==> config.mk <==
export PLATFORM = sky130hd
export DESIGN_NAME = mm_game_ctrl
export DESIGN_NICKNAME = d
export VERILOG_FILES = /design/src/rtl/mm_game_ctrl.sv
export SDC_FILE = /design/constraint.sdc
export NUM_CORES = 1
export LEC_CHECK = 0
export CORE_AREA = 2 2 72 74
export DETAILED_ROUTE_END_ITERATION = 7
export DIE_AREA = 0 0 74 76
export MAX_ROUTING_LAYER = met4
export PLACE_DENSITY = 0.8
export SLEW_MARGIN = 20
export SYNTH_ARGS = -nofsm -noshare
export SYNTH_HDL_FRONTEND = slang
export SYNTH_SLANG_ARGS = --single-unit
==> constraint.sdc <==
create_clock -name clk -period 1.45 [get_ports clk]
set_input_delay 0.29 -clock clk [delete_from_list [all_inputs] [get_ports clk]]
set_output_delay 0.29 -clock clk [all_outputs]
set_load 0.01 [all_outputs]
==> src/rtl/mm_game_ctrl.sv <==
// Mastermind turn sequencer: secret code generation, guess validation, feedback wait, win/loss.
// Feedback sampled FB_LAT+1 cycles after an accepted submit; submit is ignored outside GUESS (no stall).
module mm_game_ctrl #(
    parameter int          MAX_TURNS  = 8,
    parameter int          NUM_COLORS = 6,
    parameter int          FB_LAT     = 1,
    parameter logic [11:0] SEED       = 12'hACE
) (
    input  logic       clk,
    input  logic       rst,
    input  logic       new_game,
    input  logic       submit,
    input  logic [2:0] guess0,
    input  logic [2:0] guess1,
    input  logic [2:0] guess2,
    input  logic [2:0] guess3,
    input  logic       fb_game_over,
    output logic [2:0] code0,
    output logic [2:0] code1,
    output logic [2:0] code2,
    output logic [2:0] code3,
    output logic [2:0] history0,
    output logic [2:0] history1,
    output logic [2:0] history2,
    output logic [2:0] history3,
    output logic       last_turn,
    output logic [3:0] turn,
    output logic       fb_valid,
    output logic       guess_err,
    output logic       won,
    output logic       lost,
    output logic       busy
);

    typedef enum logic [2:0] {IDLE, GEN, GUESS, EVAL, WIN, LOSE} state_t;

    localparam logic [3:0]  NC        = 4'(NUM_COLORS);
    localparam logic [3:0]  LAST_TURN = 4'(MAX_TURNS - 1);
    localparam logic [2:0]  FB_LAT_C  = 3'(FB_LAT);
    localparam logic [11:0] SEED_C    = (SEED == 12'h000) ? 12'h001 : SEED;

    state_t      state, state_nxt;
    logic [11:0] lfsr;
    logic [2:0]  wait_cnt;
    logic        guess_ok;
    logic        fb_sample;
    logic        accept;

    function automatic logic legal(input logic [2:0] d);
        return {1'b0, d} < NC;
    endfunction

    // Raw 3-bit LFSR slices can exceed the colour range; fold them back once.
    function automatic logic [2:0] fold(input logic [2:0] d);
        if ({1'b0, d} >= NC)
            return d - NC[2:0];
        return d;
    endfunction

    assign guess_ok  = legal(guess0) && legal(guess1) && legal(guess2) && legal(guess3);
    assign fb_sample = (state == EVAL) && (wait_cnt == FB_LAT_C);
    assign accept    = (state == GUESS) && submit && !new_game && guess_ok;

    always_ff @(posedge clk or posedge rst) begin
        if (rst)
            state <= IDLE;
        else
            state <= state_nxt;
    end

    always_comb begin
        state_nxt = state;
        if (new_game) begin
            state_nxt = GEN;
        end else begin
            case (state)
                GEN:     state_nxt = GUESS;
                GUESS:   if (submit && guess_ok) state_nxt = EVAL;
                EVAL: begin
                    if (fb_sample) begin
                        if (fb_game_over)
                            state_nxt = WIN;
                        else if (turn == LAST_TURN)
                            state_nxt = LOSE;
                        else
                            state_nxt = GUESS;
                    end
                end
                default: state_nxt = state;
            endcase
        end
    end

    always_comb begin
        won       = (state == WIN);
        lost      = (state == LOSE);
        busy      = (state == GEN) || (state == EVAL);
        last_turn = ((state == GUESS) || (state == EVAL)) && (turn == LAST_TURN);
        fb_valid  = fb_sample && !new_game;
        guess_err = (state == GUESS) && submit && !new_game && !guess_ok;
    end

    // Datapath: free-running LFSR, feedback wait counter, code/history/turn registers.
    always_ff @(posedge clk or posedge rst) begin
        if (rst) begin
            lfsr     <= SEED_C;
            wait_cnt <= 3'd0;
            code0    <= 3'd0;
            code1    <= 3'd0;
            code2    <= 3'd0;
            code3    <= 3'd0;
            history0 <= 3'd0;
            history1 <= 3'd0;
            history2 <= 3'd0;
            history3 <= 3'd0;
            turn     <= 4'd0;
        end else begin
            lfsr <= {lfsr[10:0], lfsr[11] ^ lfsr[10] ^ lfsr[9] ^ lfsr[3]};

            if (accept)
                wait_cnt <= 3'd0;
            else if (state == EVAL)
                wait_cnt <= wait_cnt + 3'd1;

            if (state == GEN && !new_game) begin
                code0    <= fold(lfsr[2:0]);
                code1    <= fold(lfsr[5:3]);
                code2    <= fold(lfsr[8:6]);
                code3    <= fold(lfsr[11:9]);
                history0 <= 3'd0;
                history1 <= 3'd0;
                history2 <= 3'd0;
                history3 <= 3'd0;
                turn     <= 4'd0;
            end else if (accept) begin
                history0 <= guess0;
                history1 <= guess1;
                history2 <= guess2;
                history3 <= guess3;
            end

            if (fb_valid && !fb_game_over && turn != LAST_TURN)
                turn <= turn + 4'd1;
        end
    end

endmodule

* Yosys cells after proc, flatten, opt, wreduce, memory -nomap -nowiden
Cells that the tools add are included. Widths: inputs -> output; s select.
Word-level totals: bits in registers 46, input bits 17, output and inout port bits 34, word-level logic and storage cells 97
Operators by class: $add $sub $neg 6, order comparisons 8, equal/unequal tests 10, multiplexer cells 34, bitwise logic cells 3, reduce and logical (&&, ||, !) cells 24
Operators by type and width (number):
- $mux 3 | 23
- $logic_and 1x1->1 | 14
- $ge 3x3->1 const B | 4
- $lt 3x3->1 const B | 4
- $sub 3x3->3 const B | 4
- $pmux 3 s3 | 1
- $mux 1 | 8
- $mux 4 | 2
- $eq 3x1->1 const B | 2
- $eq 3x2->1 const B | 2
- $eq 3x3->1 const B | 2
- $reduce_bool 2->1 | 3
- $add 4x1->4 const B | 1
- $eq 4x3->1 const B | 1
- $ne 4x3->1 const B | 1
- $reduce_bool 4->1 | 1
- $add 3x1->3 const B | 1
- $logic_not 1->1 | 3
- $ne 3x2->1 const B | 1
- $ne 3x3->1 const B | 1
- $reduce_and 3->1 | 1
- $xor 1x1->1 | 3
- $logic_or 1x1->1 | 2

* Logic depth before layout (Yosys ltp)
depth after elaboration 8, mapped depth 6, gate-level depth less buffers 6

* Worst setup path before layout
Ideal clock, no wire load.
path kind register -> register, start point reg turn[0], end point reg turn[2], library setup time 0.124 ns, arrival time 1.437 ns, data required time 1.326 ns, slack -0.111 ns, stages on the path, launching flop included 6, buffers on the path 0, period minus slack after synthesis 1.561 ns, cells stage by stage dfrtp_1 -> ha_1 -> nand3b_1 -> nand4_4 -> and2_1 -> a211o_1
On the way: cells in the longest elaborated chain, start to end 3, elaborated cells on any way between the ends 5, classes of those cells add/sub: 1; eq/ne: 1; mux: 1; reduce/logical: 2
Ends and longest elaborated chain:
- start: declaration | RTL line 27 | output logic [3:0] turn,
- start signal: assignment | RTL line 143 | turn <= turn + 4'd1;
- parallel branches: the longest is 3 deep, another holds $add 4x1->4
Parallel ways; which one is timed is not known. A chain may end at the register's enable or synchronous reset.

* Worst setup path in the final report
start point reg state[2], end point reg turn[3]
On the way: cells in the longest elaborated chain, start to end 6, elaborated cells on any way between the ends 9, classes of those cells eq/ne: 2; mux: 1; reduce/logical: 6
Ends and longest elaborated chain:
- start: declaration | RTL line 42 | state_t state, state_nxt;
- start signal: assignment | RTL line 68 | state <= state_nxt;
- $eq 3x2->1 | RTL line 61 | assign fb_sample = (state == EVAL) && (wait_cnt == FB_LAT_C);
- $logic_and 1x1->1 | RTL line 61
- $logic_and 1x1->1 | RTL line 99 | fb_valid = fb_sample && !new_game;
- $logic_and 1x1->1 (2 in series) | RTL line 142 | if (fb_valid && !fb_game_over && turn != LAST_TURN)
- $mux 4 or $reduce_bool 2->1 (tied branches)
Parallel ways exist; a longest one is shown, timed or not.

==> results.tsv <==
metric	value	unit
outcome	complete, but fails checks	
failing checks	setup timing	
core area	0.00491	mm2
mapped cell area	0.00199	mm2
detailed-route via count	1622	
PwrDens	981	mW/mm2
layout cells sized above 1	45.8	%
Starting Density	40.6	%
Max Cap Violations	0	
Post-Syn Nets	197	
Row Count	26	
reg2reg setup slack	-160	ps
first-pass GRT wire length	7500	um
cts bufs inserted	5	
largest net degree at the start of global routing	47	
Final Hold Vio Count	0	
Gate Count Post-Synth	175	
Via density	4.76	
CTS tree	built	
Clock Pin Slew Worst Setup and Hold Paths	90	ps
Placement Setup Slack	-541	ps
vias in the first global route	1584	
Worst path slowest cell	dfrtp_1	
GRT overflow	0	
Port Buf Inserts	50	
fin nets	292	
initial antenna violation count	0	
Post-Layout Cell Count	341	
worst stage delay on the critical path	430	ps
1st-iter DRT viols	71	
area delta synth->final	60.7	%
static leakage	1.56	nW
GP Congestion	0.798	
Seq/Total Area, Yosys	58.2	%
WL/cell	15.4	um
Critical Path End Type	flip-flop	
Worst VDD drop	0.000775	V
DIE AREA	0.00562	mm2
Synth warnings	0	
Relative slew margins	80.8	%
achievable frequency	0.620	GHz
syn avg cell area	11.4	um2
Max Slew Vio Count	0	
fin worst setup slack	-163	ps
commonest cells after routing, fill and taps aside	dfrtp_1, dlygate4sd2_1, buf_4	
HP Class	input pin to asynchronous set/reset pin	
Crit Path Class	flip-flop to flip-flop	
Chip Width	74	um
clock insertion delay at the later pin of the skew report	300	ps
reg-to-reg endpoint	turn[3]$_DFFE_PP0P_	
Buf/Inv on CP	2	
r2r startpoint	state[2]$_DFFE_PP0P_	
total I/O pin count	51	
CP arrival	1810	ps
Synth Flop Type	dfrtp_1	
Final Cycle Share	111	%
# clock sinks	46	
CP delay by family, top	simple AND/OR/NAND/NOR gates	
worst-path maximum fanout	6	
H-tree depth	2	
crit path cell chain	buf_6 -> and2b_2 -> nand2_4 -> clkbuf_16 -> and2_4 -> a211o_1	
minimum clock period	1610	ps
#FFs+latches synth	46	
Die Height	76	um
Post-synth ARST share	100	%
total track usage	17.7	%
drt pass-1 iters	4	
R2R depth	6	
dpl hpwl	2880	um
number of synthesized flops with an enable pin	0	
Clock Skew	6.14	ps
Routed Antenna Nets	0	
worst slew pin tran	285	ps
# DRC	0	
CTS Buffer Depth	2	
commonest non-fill, non-tap cell in the layout	dfrtp_1	
Placed Cells	316	
final setup fails	29	
ant diodes	0	
RSZ-0062 raised after global routing	true	
Setup crit start kind	flip-flop	
total length of routed wires	5260	um
CTS root buf	clkbuf_8	
Distinct cells, synth	33	
Critical Path RT	1640	ps
routing by layer:
layer	part of all wire, %	GRT usage (%)	vias to the layer above
met4	1.8	7.45	0
met1	43	23.3	793
met5	0	-	-
met3	2.9	2.91	10
li1	-	-	781
met2	52	27.0	38
synthesized netlist by cell type (2+ instances only):
library cell	number	area (um2)
buf_4	3	22.5
nor2_1	10	37.5
mux2_2	6	67.6
o21ai_0	19	95.1
nand2b_1	7	43.8
a211oi_1	2	15.0
dfstp_2	7	184
xor2_1	2	17.5
a211o_1	2	17.5
nor3b_1	4	30.0
nor3_1	4	20.0
and3b_2	2	20.0
ha_1	5	62.6
nand3b_1	2	15.0
buf_2	2	10.0
nand3_1	3	15.0
inv_1	6	22.5
xnor2_1	2	17.5
nand2_1	33	124
dfrtp_1	39	976
buf_6	3	33.8
worst min-delay path: stages:
cell and delay (ps):
clkdlybuf4s50_1 410, inv_2 70, buf_12 240
report_power, final:
part / total [mW] / leakage, nW / internal, mW / switching (mW)
logic: 0.903 / 0.914 / 0.505 / 0.398
clock network: 0.821 / 0.0447 / 0.348 / 0.473
registers: 1.42 / 0.602 / 1.36 / 0.0612
worst max-delay path by stage:
| stage | startpoint | endpoint | slack (ps) | cells past startpoint |
|---|---|---|---|---|
| floorplan | turn[1]$_DFFE_PP0P_ | turn[2]$_DFFE_PP0P_ | -30 | 5 |
| global placement | submit | guess_err | -540 | 4 |
| detailed placement | submit | guess_err | -540 | 4 |
| CTS | wait_cnt[1]$_DFFE_PP0P_ | fb_valid | -120 | 5 |
| global route | wait_cnt[1]$_DFFE_PP0P_ | fb_valid | -200 | 5 |
| finish | state[2]$_DFFE_PP0P_ | turn[3]$_DFFE_PP0P_ | -160 | 6 |
area by class of cell:
class	instances	area, um2
clock buffers	5	68.8
multi-input cells	115	910
flip-flops and latches	46	1160
clock inverters	3	25.0
fillers	370	1710
inverters	6	22.5
repair buffers	96	928
well taps	70	87.6
flip-flops by register name (all words and copies together), names as in the netlist:
register  flops
code1         3
turn          4
code0         3
code3         3
history0      3
lfsr         12
code2         3
history2      3
wait_cnt      3
history1      3
history3      3
state         3
stage by stage:
step / area [um2] / power, mW / hold WS [ps] / setup TNS (ps) / utilization (%)
CTS: 2930 / 2.89 / 331 / -685 / 59.7
detailed placement: 2760 / 2.03 / 357 / -13410 / 56.2
global route: 3200 / 3.26 / 354 / -3640 / 65.2
finish: 3200 / 3.14 / 318 / -2190 / 65.2
floorplan: 2000 / 1.72 / 351 / -67.7 / -
global placement: 2760 / 2.01 / 357 / -12980 / 56.2
cell families (layout without fill, tap and decap cells):
logic type | count (synthesis) | in the layout | share of synthesized area (%)
adders and majority gates | 5 | 5 | 3.14
DFF | 46 | 46 | 58.2
AOI/OAI and AO/OA | 29 | 29 | 8.85
muxes | 6 | 6 | 3.39
buffers and inverters | 14 | 110 | 4.46
and+or+nand+nor | 71 | 71 | 20.2
xor gates and xnor gates | 4 | 4 | 1.76
timing repair:
action	4_1_cts	5_1_grt
endpoints found under the setup margin	65	42
buffers inserted	5	9
pin swaps	15	15
hold buffers	0	0
hold endpoints to repair	0	0
resized for setup	103	53
cloned	2	2
Note: power is estimated with default switching activity, not from simulation.
